## config.mk

```make
export PLATFORM = sky130hd
export DESIGN_NAME = weight_rd_arbiter
export DESIGN_NICKNAME = d
export VERILOG_FILES = /design/src/rtl/weight_rd_arbiter.sv
export SDC_FILE = /design/constraint.sdc
export NUM_CORES = 1
export LEC_CHECK = 0
export BUFFER_PORTS_ARGS = -buffer_cell sky130_fd_sc_hd__buf_2
export CAP_MARGIN = 20
export CORE_ASPECT_RATIO = 0.9
export CORE_MARGIN = 4
export CORE_UTILIZATION = 40
export CTS_CLUSTER_SIZE = 30
export DETAILED_ROUTE_END_ITERATION = 8
export HOLD_SLACK_MARGIN = 0.12
export PLACE_DENSITY = 0.67
export SETUP_SLACK_MARGIN = 0.05
export SYNTH_ARGS = -nofsm -noshare
export SYNTH_HDL_FRONTEND = slang
export SYNTH_SLANG_ARGS = --single-unit
```

## constraint.sdc

```tcl
create_clock -name clk -period 4.55 [get_ports clk]
set_clock_uncertainty 0.15 [all_clocks]
set_input_delay 0.2275 -clock clk [delete_from_list [all_inputs] [get_ports clk]]
set_output_delay 0.2275 -clock clk [all_outputs]
set_load 0.01 [all_outputs]
```

## src/rtl/weight_rd_arbiter.sv

```systemverilog
// Two-requester (CONV/FC) weight SRAM burst read arbiter with round-robin tie break.
// Grant and first beat come 1 cycle after the request; rvalid trails each read strobe by 1 cycle.
module weight_rd_arbiter #(
  parameter int WEIGHT_ADDR_WIDTH = 15,
  parameter int LEN_WIDTH         = 8
) (
  input  logic                         clk,
  input  logic                         srst,
  input  logic                         conv_req,
  input  logic [WEIGHT_ADDR_WIDTH-1:0] conv_addr,
  input  logic [LEN_WIDTH-1:0]         conv_len,
  input  logic                         fc_req,
  input  logic [WEIGHT_ADDR_WIDTH-1:0] fc_addr,
  input  logic [LEN_WIDTH-1:0]         fc_len,
  output logic                         conv_gnt,
  output logic                         fc_gnt,
  output logic                         conv_rvalid,
  output logic                         fc_rvalid,
  output logic                         conv_burst_done,
  output logic                         fc_burst_done,
  output logic [WEIGHT_ADDR_WIDTH-1:0] sram_raddr_weight,
  output logic                         sram_ren,
  output logic                         busy,
  output logic                         owner
);

  localparam logic [0:0] S_IDLE  = 1'b0;
  localparam logic [0:0] S_BURST = 1'b1;
  localparam logic [LEN_WIDTH-1:0]         LEN_ONE  = {{(LEN_WIDTH-1){1'b0}}, 1'b1};
  localparam logic [WEIGHT_ADDR_WIDTH-1:0] ADDR_ONE = {{(WEIGHT_ADDR_WIDTH-1){1'b0}}, 1'b1};

  logic [0:0]                   state_q, state_d;
  logic                         last_owner_q, last_owner_d;
  logic                         owner_q, owner_d;
  logic [WEIGHT_ADDR_WIDTH-1:0] addr_q, addr_d;
  logic [LEN_WIDTH-1:0]         len_q, len_d;
  logic [LEN_WIDTH-1:0]         cnt_q, cnt_d;
  logic                         conv_gnt_q, conv_gnt_d;
  logic                         fc_gnt_q, fc_gnt_d;
  logic                         rvalid_q, rvalid_d;
  logic                         rv_owner_q, rv_owner_d;
  logic                         rv_last_q, rv_last_d;

  logic conv_elig, fc_elig, win_fc, in_burst, beat_last;

  assign conv_elig = conv_req && (conv_len != '0);
  assign fc_elig   = fc_req && (fc_len != '0);
  // On a tie the requester that did not win last time gets the grant.
  assign win_fc    = fc_elig && (!conv_elig || !last_owner_q);
  assign in_burst  = (state_q == S_BURST);
  assign beat_last = (cnt_q == (len_q - LEN_ONE));

  always_comb begin
    state_d      = state_q;
    last_owner_d = last_owner_q;
    owner_d      = owner_q;
    addr_d       = addr_q;
    len_d        = len_q;
    cnt_d        = cnt_q;
    conv_gnt_d   = 1'b0;
    fc_gnt_d     = 1'b0;
    case (state_q)
      S_IDLE: begin
        if (conv_elig || fc_elig) begin
          state_d      = S_BURST;
          owner_d      = win_fc;
          last_owner_d = win_fc;
          addr_d       = win_fc ? fc_addr : conv_addr;
          len_d        = win_fc ? fc_len : conv_len;
          cnt_d        = '0;
          conv_gnt_d   = !win_fc;
          fc_gnt_d     = win_fc;
        end
      end
      default: begin
        if (beat_last) begin
          state_d = S_IDLE;
          cnt_d   = '0;
        end else begin
          cnt_d  = cnt_q + LEN_ONE;
          addr_d = addr_q + ADDR_ONE;
        end
      end
    endcase
    // Routing uses the owner captured alongside the read, not the live owner.
    rvalid_d   = in_burst;
    rv_owner_d = owner_q;
    rv_last_d  = in_burst && beat_last;
  end

  always_ff @(posedge clk) begin
    if (srst) begin
      state_q      <= S_IDLE;
      last_owner_q <= 1'b1;
      owner_q      <= 1'b0;
      addr_q       <= '0;
      len_q        <= '0;
      cnt_q        <= '0;
      conv_gnt_q   <= 1'b0;
      fc_gnt_q     <= 1'b0;
      rvalid_q     <= 1'b0;
      rv_owner_q   <= 1'b0;
      rv_last_q    <= 1'b0;
    end else begin
      state_q      <= state_d;
      last_owner_q <= last_owner_d;
      owner_q      <= owner_d;
      addr_q       <= addr_d;
      len_q        <= len_d;
      cnt_q        <= cnt_d;
      conv_gnt_q   <= conv_gnt_d;
      fc_gnt_q     <= fc_gnt_d;
      rvalid_q     <= rvalid_d;
      rv_owner_q   <= rv_owner_d;
      rv_last_q    <= rv_last_d;
    end
  end

  assign conv_gnt          = conv_gnt_q;
  assign fc_gnt            = fc_gnt_q;
  assign conv_rvalid       = rvalid_q && !rv_owner_q;
  assign fc_rvalid         = rvalid_q && rv_owner_q;
  assign conv_burst_done   = conv_rvalid && rv_last_q;
  assign fc_burst_done     = fc_rvalid && rv_last_q;
  assign sram_ren          = in_burst;
  assign sram_raddr_weight = in_burst ? addr_q : '0;
  assign busy              = in_burst;
  assign owner             = owner_q;

endmodule

```

# == Word level (Yosys, flattened, before mapping) ==
# Cells that the tools add are included.
# word_totals
reg_bits,39
in_bits,50
out_inout_bits,24
elab_cells,50
# classes
addsub,3
eq_ne,2
muxes,12
n_bitwise,2
reduce_logical,20
# ops
cell,count
$mux 15,5
$mux 8,4
$reduce_bool 8->1,2
$add 15x1->15 const B,1
$add 8x1->8 const B,1
$eq 8x8->1,1
$logic_and 1x1->1,8
$sub 8x1->8 const B,1
$logic_not 1->1,4
$reduce_and 2->1,2
$mux 1,3
$reduce_or 3->1,1
$logic_or 1x1->1,2
$ne 2x2->1 const B,1
$not 1->1,2
$reduce_bool 2->1,1

# == Depth between registers and ports, before layout ==
# Gate-level depths: netlist of the first run.
# logic_depth
ltp_word,8
ltp_mapped,11
ltp_nobuf,9

# == Least setup slack after synthesis of the first run ==
# Ideal clock, no wire load.
# synth_timing
path_type,register to register
start,register len_q[0]
end,register cnt_q[5]
setup_ps,134
arrival_ps,1977
required_ps,4266
slack_ps,2289
stages_incl_launch_ff,9
path_buffers,1
synth_period_minus_slack_ps,2261
cell_sequence,dfxtp_1 -> or3_4 -> or4_1 -> a21o_1 -> a22oi_2 -> nand2_1 -> buf_2 -> a31oi_1 -> a31oi_1
# synth_between
elab_chain_len,4
# synth_rtl
item,line_no,text
start: declaration,36,"logic [LEN_WIDTH-1:0] len_q, len_d;"
start signal: assignment,109,len_q <= len_d;
$sub 8x1->8,51,assign beat_last = (cnt_q == (len_q - LEN_ONE));
$eq 8x8->1,51,
$mux 8,76,if (beat_last) begin
$mux 8,62,case (state_q)
end signal: assignment,110,cnt_q <= cnt_d;
end: declaration,37,"logic [LEN_WIDTH-1:0] cnt_q, cnt_d;"
# Every way passes these cells.
# A chain may end at the register's enable or synchronous reset.

# == Worst setup path in the final report of the first run ==
# layout_timing
start,register len_q[0]
end,register addr_q[8]
# layout_between
elab_chain_len,4
# layout_rtl
item,line_no,text
$sub 8x1->8,51,
$eq 8x8->1,51,
$ne 2x2->1 (no line),n/a,
$reduce_and 2->1 (no line),n/a,
end signal: assignment,108,addr_q <= addr_d;
end: declaration,35,"logic [WEIGHT_ADDR_WIDTH-1:0] addr_q, addr_d;"
# Every way passes these cells.

==> summary.md, run 1 <==
| Metric | Value |
|---|---|
| RD Place Congestion | 0.820 |
| DP HPWL | 4.90 mm |
| Avg WL per Cell | 14.1 um |
| Vias in the first global route | 2,298 |
| Post-Syn Nets | 376 |
| Final setup TNS | 0 ps |
| Critical path class | reg2reg |
| Main synth FF type | dfxtp_1 |
| Synth Register Bits | 39 |
| Slowest-stage cell, CP | or3_4 |
| Top-area cell type share of the netlist area | 29.7% |
| Worst hold-check path type | in2reg |
| # rows | 27 |
| Total die area | 7940 um2 |
| CP cell instances | or3_4, or4_1, a21o_1, a22oi_2, nand2_1, a311oi_2, a211oi_2 |
| Insertion delay to the later sink of the worst-skew pair | 300 ps |
| Area contributors post-synth | dfxtp_1, mux2i_1, nand3_1 |
| Vias per inst | 5.36 |
| Cell area after placement | 3000 um2 |
| Syn Area/Cell | 8.14 um2 |
| Final number of hold-violating endpoints | 0 |
| Drt drc | 0 |
| CTS max path bufs | 2 |
| # Post-CTS Setup Buffers | 0 |
| Fmax | 0.369 GHz |
| Die Span X | 93.5 um |
| Multi-input gate area | 1700 um2 |
| Layout cells sized above 1 | 27.3% |
| RSZ-0062 raised after global routing | no |
| Nets | 437 |
| Actual slew at the worst max-slew pin | 758 ps |
| Total CTS buffers | 5 |
| Synth area leader | dfxtp_1 |
| Fin crit period | 2710 ps |
| H-tree levels | 2 |
| Ys async rst share | 0% |
| Final ANT Viol Nets | 0 |
| MaxCap Viol Count | 0 |
| Leakage power figure | 1.33 nW |
| First-pass GRT wire length | 11.0 mm |
| Root Buffer | clkbuf_8 |
| Max VDD drop | 0.192 mV |
| Setup crit end kind | register |
| Most flops, register | addr_q |
| Total core area | 6250 um2 |
| Final wirelength | 6.67 mm |
| Placement Setup Slack | 1680 ps |
| Worst EP required | 4560 ps |
| CTS tree | done |
| Clock transition at path regs | 80 ps |
| Post-synth EDFFs | 0 |
| Syn-to-layout area delta | 20.1% |
| Pwr/cell area | 308 nW/um2 |
| Max reg flops | 15 |
| 1st-iter DRT viols | 174 |
| Die H | 84.9 um |
| # IOs | 74 |
| Top Registers | addr_q: 15 flops, cnt_q: 8 flops, len_q: 8 flops |
| Final instance area | 3160 um2 |
| Final Power | 0.974 mW |
| Run status | finished, final reports clean |
| # port buffers | 73 |
| Sequential share of the synthesized area | 29.7% |
| Initial Util | 42.1% |
| Sequential cell area | 782 um2 |
| Synth cell types | 61 |
| Antenna violations before repair | 0 |
| Crit path DAT | 2730 ps |
| Worst rel slew slack | 49.5% |
| Hold Buf Count CTS | 0 |
| Ant. Diodes | 0 |
| Max Slew Vio Count | 0 |
| CP Launch Type | register |
| Via count | 2,530 |
| Fill count | 613 |
| Final WS setup | 1840 ps |
| Synth Instances | 323 |
| Drt first pass iters | 5 |
| Critical path's largest stage delay | 420 ps |
| Final worst path period share | 59.6% |
| # resized after CTS | 0 |
| CP Max Fanout | 16 |
| Overflow after GRT | 0 |
| YS warnings | 0 |
| Setup Viol. Count Final | 0 |
| Total track usage | 17.0% |
| Largest net degree at the start of global routing | 59 |
| Bufs and invs on worst path | 0 |
| CP top delay family | simple AND/OR/NAND/NOR gates |
| Clock sink count | 39 |
| Mapped Area | 2630 um2 |
-- cell families (layout without fill, tap and decap cells) --
| kind of cell | count (synthesis) | after routing | synth area share [%] |
|---|---|---|---|
| xor+xnor | 11 | 11 | 4.19 |
| flops | 39 | 39 | 29.7 |
| buf+inv | 31 | 93 | 6.38 |
| mux | 24 | 24 | 9.32 |
| compound gates | 79 | 79 | 21.4 |
| simple gates | 136 | 136 | 27.6 |
| fa+ha+maj | 3 | 3 | 1.43 |
-- cell usage in the layout (no fill, tap or decap), types with 12 or more instances in the layout --
master   synthesis  layout
mux2i_1         20      20
nand2_1         23      23
nor2_1          26      26
buf_2            4      73
nand3_1         24      24
dfxtp_1         39      38
a21oi_1         13      13
o21ai_1         12      12
and2_1          19      19
-- layer usage --
layer | vias to the layer above | GRT usage, % | wire (um)
met5 | - | 0 | 0
met4 | 0 | 4.39 | 61
met3 | 4 | 3.37 | 392
met2 | 65 | 26.4 | 3070
met1 | 1164 | 23.9 | 3150
li1 | 1297 | - | -
-- power breakdown --
group | switching [mW] | internal [mW] | total [mW]
clock | 0.133 | 0.219 | 0.351
combinational | 0.113 | 0.104 | 0.218
sequential | 0.0352 | 0.370 | 0.405
-- path summary, 6_finish.rpt --
path / startpoint / endpoint / slack [ps] / cells after the start
worst max-delay path: len_q[0]$_SDFFE_PP0P_ / addr_q[8]$_SDFFE_PP0P_ / 1840 / 7
worst max register to register: len_q[0]$_SDFFE_PP0P_ / addr_q[8]$_SDFFE_PP0P_ / 1840 / 7
worst min register to register: addr_q[11]$_SDFFE_PP0P_ / addr_q[11]$_SDFFE_PP0P_ / 350 / 1
worst min-delay path: conv_len[1] / len_q[1]$_SDFFE_PP0P_ / 120 / 3
-- synthesized netlist by cell type (9+ instances only) --
| cell | n |
|---|---|
| a211oi_1 | 9 |
| a21oi_1 | 13 |
| a31oi_1 | 10 |
| and2_1 | 19 |
| clkbuf_1 | 13 |
| dfxtp_1 | 39 |
| mux2i_1 | 20 |
| nand2_1 | 23 |
| nand3_1 | 24 |
| nor2_1 | 26 |
| o21ai_1 | 12 |
-- worst reg2reg max path: cells and delay by family, from the launching register on --
family	cells	cell delay [ps]
simple gates	3	1240
flops	1	350
compound gates	4	850
-- stage by stage --
stage	cells	hold WS, ps	utilization [%]
2_1_floorplan	323	298	-
6_report	472	123	50.6
3_5_place_dp	462	326	48.0
3_3_place_gp	462	329	48.0
4_1_cts	470	124	50.2
5_1_grt	472	152	50.6
-- final cells by class --
| cell class | instances | share of cell area, % |
|---|---|---|
| multi-input cells | 253 | 53.7 |
| inverters | 7 | 0.832 |
| clock inverters | 3 | 2.14 |
| repair buffers | 78 | 13.0 |
| flip-flops and latches | 39 | 24.8 |
| well taps | 87 | 3.45 |
| clock buffers | 5 | 2.18 |
Power figures use the tool's default switching activity.
==> run 2: changes to the inputs <==
PLACE_DENSITY = 0.69   (was 0.67)
clock period = 2.4 ns   (was 4.55 ns; I/O delays follow)
==> run 2 against run 1 <==
The run now ends with negative setup slack left; clock-buffer cell count unchanged; power up 87%; combinational power up 130%; sequential power up 91%; worst setup slack worse by 1800 ps; sequential cell count unchanged; clock power up 57%; largest cell class unchanged; cell count up 9.1%; core utilization up 6.6 points.
==> summary.md, run 2 (synthesized netlist as in run 1, its figures left out) <==
| Metric | Value |
|---|---|
| Layout cells sized above 1 | 31.1% (+3.8 points) |
| Final number of hold-violating endpoints | 0 (unchanged) |
| Vias per inst | 5.31 (-0.96%) |
| Worst rel slew slack | 50.1% (+0.66 points) |
| Overflow after GRT | 0 (unchanged) |
| Die Span X | 93.5 um (unchanged) |
| DP HPWL | 5.29 mm (+7.9%) |
| RSZ-0062 raised after global routing | yes |
| Final wirelength | 7.28 mm (+9.0%) |
| Drt first pass iters | 4 (-1) |
| 1st-iter DRT viols | 128 (-26%) |
| H-tree levels | 2 (unchanged) |
| Final setup TNS | -1.29 ps (-1.29 ps) |
| Net Sw Power | 0.550 mW (+95%) |
| # port buffers | 73 (unchanged) |
| Total die area | 7940 um2 (unchanged) |
| Crit path DAT | 2400 ps (-330 ps) |
| Most frequent cells in the layout | buf_2, dfxtp_1, nor2_1 |
| First-pass GRT wire length | 12.6 mm (+14%) |
| Multi-input gate area | 1730 um2 (+1.8%) |
| Final worst path period share | 100% (+40 points) |
| Fmax | 0.416 GHz (+13%) |
| CP Max Fanout | 6 (-10) |
| Clock power frac | 30.3% (-5.8 points) |
| Most flops, register | addr_q |
| Total track usage | 18.9% (+1.9 points) |
| Violations in the final reports | negative setup slack |
| RD Place Congestion | 0.841 (+2.6%) |
| # IOs | 74 (unchanged) |
| Total CTS buffers | 5 (unchanged) |
| Antenna violations before repair | 0 (unchanged) |
| Run status | complete, but fails checks |
| Placed Cells incl. Taps | 483 (+4.5%) |
| Pwr/cell area | 509 nW/um2 (+65%) |
| # rows | 27 (unchanged) |
| Logic pwr share | 27.3% (+4.9 points) |
| RR Startpoint | len_q[0]$_SDFFE_PP0P_ |
| CTS max path bufs | 2 (unchanged) |
| Int Pwr | 1.27 mW (+83%) |
| Worst EP required | 2400 ps (-2160 ps) |
| Hold slack final | 124 ps (+0.424 ps) |
| Critical path class | reg2reg |
| Max Slew Vio Count | 0 (unchanged) |
| Max reg flops | 15 (unchanged) |
| Nets | 480 (+9.8%) |
| Reg2reg setup slack | -1 ps (-1840 ps) |
| Syn-to-layout area delta | 35.9% |
| Setup crit end kind | register |
| Final ANT Viol Nets | 0 (unchanged) |
| Initial Util | 42.1% (unchanged) |
| CP Launch Type | register |
| Top Registers | addr_q: 15 flops, cnt_q: 8 flops, len_q: 8 flops |
| Clock transition at path regs | 80 ps (about the same) |
| Reg2reg path depth | 7 (unchanged) |
| Fin crit period | 2400 ps (-311 ps) |
| Drt drc | 0 (unchanged) |
| Commonest non-fill, non-tap cell in the layout | buf_2 |
| Worst setup startpoint | len_q[0]$_SDFFE_PP0P_ |
| Clock sink count | 39 (unchanged) |
| Avg WL per Cell | 14.1 um (about the same) |
| Sequential cell area | 785 um2 (+0.32%) |
| Largest net degree at the start of global routing | 39 (-34%) |
| Vias in the first global route | 2,697 (+17%) |
| Fill count | 543 (-11%) |
| CTS tree | done |
| Seq pwr share | 42.4% (+0.8 points) |
| MaxCap Viol Count | 0 (unchanged) |
| Actual slew at the worst max-slew pin | 748 ps (-9.88 ps) |
| Layout Cells excl Fill | 515 (+9.1%) |
| Ant. Diodes | 0 (unchanged) |
| Die H | 84.9 um (unchanged) |
| Switch share | 30.2% (+1.3 points) |
| Final WS setup | -1.29 ps (-1840 ps) |
| Setup Viol. Count Final | 1 (+1) |
| Total core area | 6250 um2 (unchanged) |
| Root Buffer | clkbuf_8 |
| Final Power | 1.82 mW (+87%) |
| Worst hold-check path type | in2reg |
| Leakage power figure | 1.54 nW (+15%) |
| Insertion delay to the later sink of the worst-skew pair | 290 ps (about the same) |
| Hold Path Depth | 5 (+2) |
| Max VDD drop | 0.301 mV (+57%) |
| Hold path startpoint | conv_addr[4] |
| Via count | 2,734 (+8.1%) |
==> run 2: final timing paths <==
check	to
worst min-delay path	addr_q[4]$_SDFFE_PP0P_
worst min register to register	cnt_q[7]$_SDFFE_PP0P_
worst max register to register	addr_q[8]$_SDFFE_PP0P_
worst max-delay path	addr_q[8]$_SDFFE_PP0P_
==> run 2: per-layer routing <==
layer,wire [um],share of wire (%),GRT usage [%],vias to the layer above
li1,-,-,-,1383
met1,3420,47,26.1,1271
met2,3350,46,30.6,76
met3,451,6.2,3.28,4
met4,56,0.77,4.39,0
met5,0,0,0,-
==> run 2: power by group through the flow <==
| stage | Clock, mW | Combinational [mW] | Sequential (mW) |
|---|---|---|---|
| global route | 0.584 | 0.550 | 0.784 |
| detailed placement | 0 | 0.449 | 0.783 |
| global placement | 0 | 0.440 | 0.782 |
| finish | 0.551 | 0.497 | 0.772 |
| CTS | 0.557 | 0.482 | 0.769 |
| floorplan | 0 | 0.316 | 0.760 |
==> run 2: timing repair <==
item                                   CTS  global route
setup endpoints to repair               16            24
pin swaps                                1             2
endpoints found under the hold margin   11             0
resized for setup                        3             9
setup buffers                            1             1
gates cloned                             1             0
hold buffers                            21             0
==> run 2: cell type report <==
class                      count  share of cell area (%)
multi-input combinational    253                    48.3
timing repair buffer         121                    22.8
sequential                    39                    22.0
tap                           87                    3.05
clock buffer                   5                    1.93
clock inverter                 3                    1.23
inverter                       7                   0.735
==> run 2: critical path, cell delays in order (launching register included) <==
cell	delay, ps
dfxtp_2	340
or3_4	380
or4_1	400
a21o_1	200
a22oi_2	210
nand2_2	180
a311oi_2	360
a211oi_2	50
==> run 2: stage by stage <==
stage	area (um2)	util [%]	worst slack, ps
after global routing	3570	57.2	-69.2
after global placement	3180	50.9	42.9
after CTS	3530	56.4	5.18
after detailed placement	3180	50.9	-58.2
after floorplan	2630	-	139
final	3570	57.2	-1.29
==> run 3: changes to the inputs <==
TNS_END_PERCENT = 5   (was unset)
==> run 3 against run 2 <==
The flow still finishes with violations (negative setup slack); critical path depth rose by 1; core utilization fell by 0.56 points; final area fell by 0.98%; worst setup slack got worse by 11 ps; sequential cell count did not move; critical path type unchanged; largest cell class unchanged; largest power group unchanged.
==> summary.md, run 3 (synthesized netlist as in run 1, its figures left out) <==
| Metric | Value |
|---|---|
| Total CTS buffers | 5 (unchanged) |
| Max VDD drop | 0.303 mV (+0.41%) |
| CP top delay family | compound AO/OA/AOI/OAI gates |
| CP Max Fanout | 20 (+14) |
| Critical path class | reg2reg |
| Hold path startpoint | fc_addr[14] |
| Setup Viol. Count Final | 1 (unchanged) |
| Final Power | 1.81 mW (-0.47%) |
| Total die area | 7940 um2 (unchanged) |
| Clock power frac | 30.5% (+0.2 points) |
| Seq pwr share | 42.6% (+0.2 points) |
| Via count | 2,713 (-0.77%) |
| Clock sink count | 39 (unchanged) |
| Vias per inst | 5.30 (-0.19%) |
| Final worst path period share | 101% (+0.48 points) |
| RD Place Congestion | 0.841 (unchanged) |
| Reg-to-Reg End | addr_q[9]$_SDFFE_PP0P_ |
| Reg2reg setup slack | -10 ps (about the same) |
| Insertion delay to the later sink of the worst-skew pair | 290 ps (about the same) |
| Antenna violations before repair | 0 (unchanged) |
| WHS Endpoint | addr_q[14]$_SDFFE_PP0P_ |
| 1st-iter DRT viols | 143 (+12%) |
| Setup crit end kind | register |
| Critical path's largest stage delay | 400 ps (about the same) |
| Overflow after GRT | 0 (unchanged) |
| Bufs and invs on worst path | 1 (+1) |
| CP Launch Type | register |
| Vias in the first global route | 2,686 (-0.41%) |
| Max reg flops | 15 (unchanged) |
| Run status | complete, but fails checks |
| Largest net degree at the start of global routing | 39 (unchanged) |
| RSZ-0062 raised after global routing | yes |
| Drt drc | 0 (unchanged) |
| Nets | 477 (-0.63%) |
| Actual slew at the worst max-slew pin | 765 ps (+17.0 ps) |
| Net Sw Power | 0.548 mW (-0.30%) |
| Drt first pass iters | 4 (unchanged) |
| Syn-to-layout area delta | 34.5% |
| Final ANT Viol Nets | 0 (unchanged) |
| Avg WL per Cell | 14.1 um (-0.13%) |
| Crit path DAT | 2480 ps (+80 ps) |
| Switch share | 30.3% (+0.053 points) |
| MaxCap Viol Count | 0 (unchanged) |
| Fmax | 0.414 GHz (-0.47%) |
| Int Pwr | 1.26 mW (-0.55%) |
| Fin crit period | 2410 ps (+11.4 ps) |
| Root Buffer | clkbuf_8 |
| # port buffers | 73 (unchanged) |
| Top Registers | addr_q: 15 flops, cnt_q: 8 flops, len_q: 8 flops |
| Placement Setup Slack | -58.2 ps (unchanged) |
| Total track usage | 18.8% (-0.11 points) |
| Reg2reg path depth | 8 (+1) |
| Placed Cells incl. Taps | 483 (unchanged) |
| Final setup TNS | -12.7 ps (-11.4 ps) |
| Most flops, register | addr_q |
| Most frequent cells in the layout | buf_2, dfxtp_1, nor2_1 |
| Final Util | 56.6% (-0.56 points) |
| Die H | 84.9 um (unchanged) |
| Commonest non-fill, non-tap cell in the layout | buf_2 |
| Final number of hold-violating endpoints | 0 (unchanged) |
| Worst EP required | 2460 ps (+60 ps) |
| Leakage power figure | 1.52 nW (-1.1%) |
| Worst rel slew slack | 49.0% (-1.1 points) |
| CTS max path bufs | 2 (unchanged) |
| CP cell instances | or3_4, or4_1, a21o_1, a22oi_2, a31oi_2, buf_12, a21boi_1, a211oi_2 |
| Hold Path Depth | 4 (-1) |
| # rows | 27 (unchanged) |
| Total core area | 6250 um2 (unchanged) |
| Worst hold-check path type | in2reg |
| Slowest-stage cell, CP | or3_4 |
| Pwr/cell area | 512 nW/um2 (+0.51%) |
| CTS tree | done |
| Max Slew Vio Count | 0 (unchanged) |
| Final WS setup | -12.7 ps (-11.4 ps) |
| First-pass GRT wire length | 12.5 mm (-0.66%) |
| DP HPWL | 5.29 mm (unchanged) |
| RR Startpoint | len_q[0]$_SDFFE_PP0P_ |
| Initial Util | 42.1% (unchanged) |
| Layout cells sized above 1 | 30.6% (-0.49 points) |
| Layout Cells excl Fill | 512 (-0.58%) |
| Die Span X | 93.5 um (unchanged) |
| Clock transition at path regs | 80 ps (about the same) |
| Ant. Diodes | 0 (unchanged) |
| Logic pwr share | 26.9% (-0.4 points) |
| Violations in the final reports | negative setup slack |
| # IOs | 74 (unchanged) |
| Final wirelength | 7.22 mm (-0.71%) |
| H-tree levels | 2 (unchanged) |
-- run 3: stage by stage --
| stage | cell area, um2 | hold slack (ps) |
|---|---|---|
| after detailed placement | 3180 | 330 |
| final | 3540 | 120 |
| after global routing | 3540 | 159 |
| after floorplan | 2630 | 204 |
| after global placement | 3180 | 324 |
| after CTS | 3510 | 126 |
-- run 3: layout make-up --
| type | count | area (um2) |
|---|---|---|
| fillers | 545 | 2710 |
| multi-input cells | 253 | 1720 |
| flip-flops and latches | 39 | 785 |
| repair buffers | 118 | 785 |
| well taps | 87 | 109 |
| clock buffers | 5 | 68.8 |
| clock inverters | 3 | 43.8 |
| inverters | 7 | 26.3 |
-- run 3: worst max-delay path by stage --
stage	from	to	slack, ps	depth (start not counted)
after global routing	len_q[0]$_SDFFE_PP0P_	addr_q[13]$_SDFFE_PP0P_	-90	8
after floorplan	len_q[0]$_SDFFE_PP0P_	cnt_q[5]$_SDFFE_PP0P_	140	8
after global placement	len_q[0]$_SDFFE_PP0P_	addr_q[0]$_SDFFE_PP0P_	40	8
after detailed placement	len_q[0]$_SDFFE_PP0P_	addr_q[0]$_SDFFE_PP0P_	-60	8
after CTS	len_q[0]$_SDFFE_PP0P_	addr_q[9]$_SDFFE_PP0P_	-10	8
final	len_q[0]$_SDFFE_PP0P_	addr_q[9]$_SDFFE_PP0P_	-10	8
-- run 3: per-layer routing --
metal	global-route usage, %	routed length, um
met1	26.1	3380
met2	30.2	3280
met3	3.28	498
met4	4.39	69
met5	0	0
-- run 3: repair_timing --
action	CTS	global route
buffers inserted	0	0
gates resized for setup	3	5
hold buffers	21	0
endpoints found under the hold margin	11	0
setup endpoints to repair	16	24
pin swaps	1	1
-- run 3: tightest hold or removal path: stages --
cell and delay (ps):
buf_2 80, a211o_1 130, a21oi_1 60, a21oi_1 130
-- run 3: power by group through the flow --
stage	Combinational (mW)	Sequential, mW	Clock [mW]
after floorplan	0.316	0.760	0
after global placement	0.440	0.782	0
after detailed placement	0.449	0.783	0
after CTS	0.478	0.769	0.557
after global routing	0.541	0.783	0.584
final	0.488	0.771	0.552
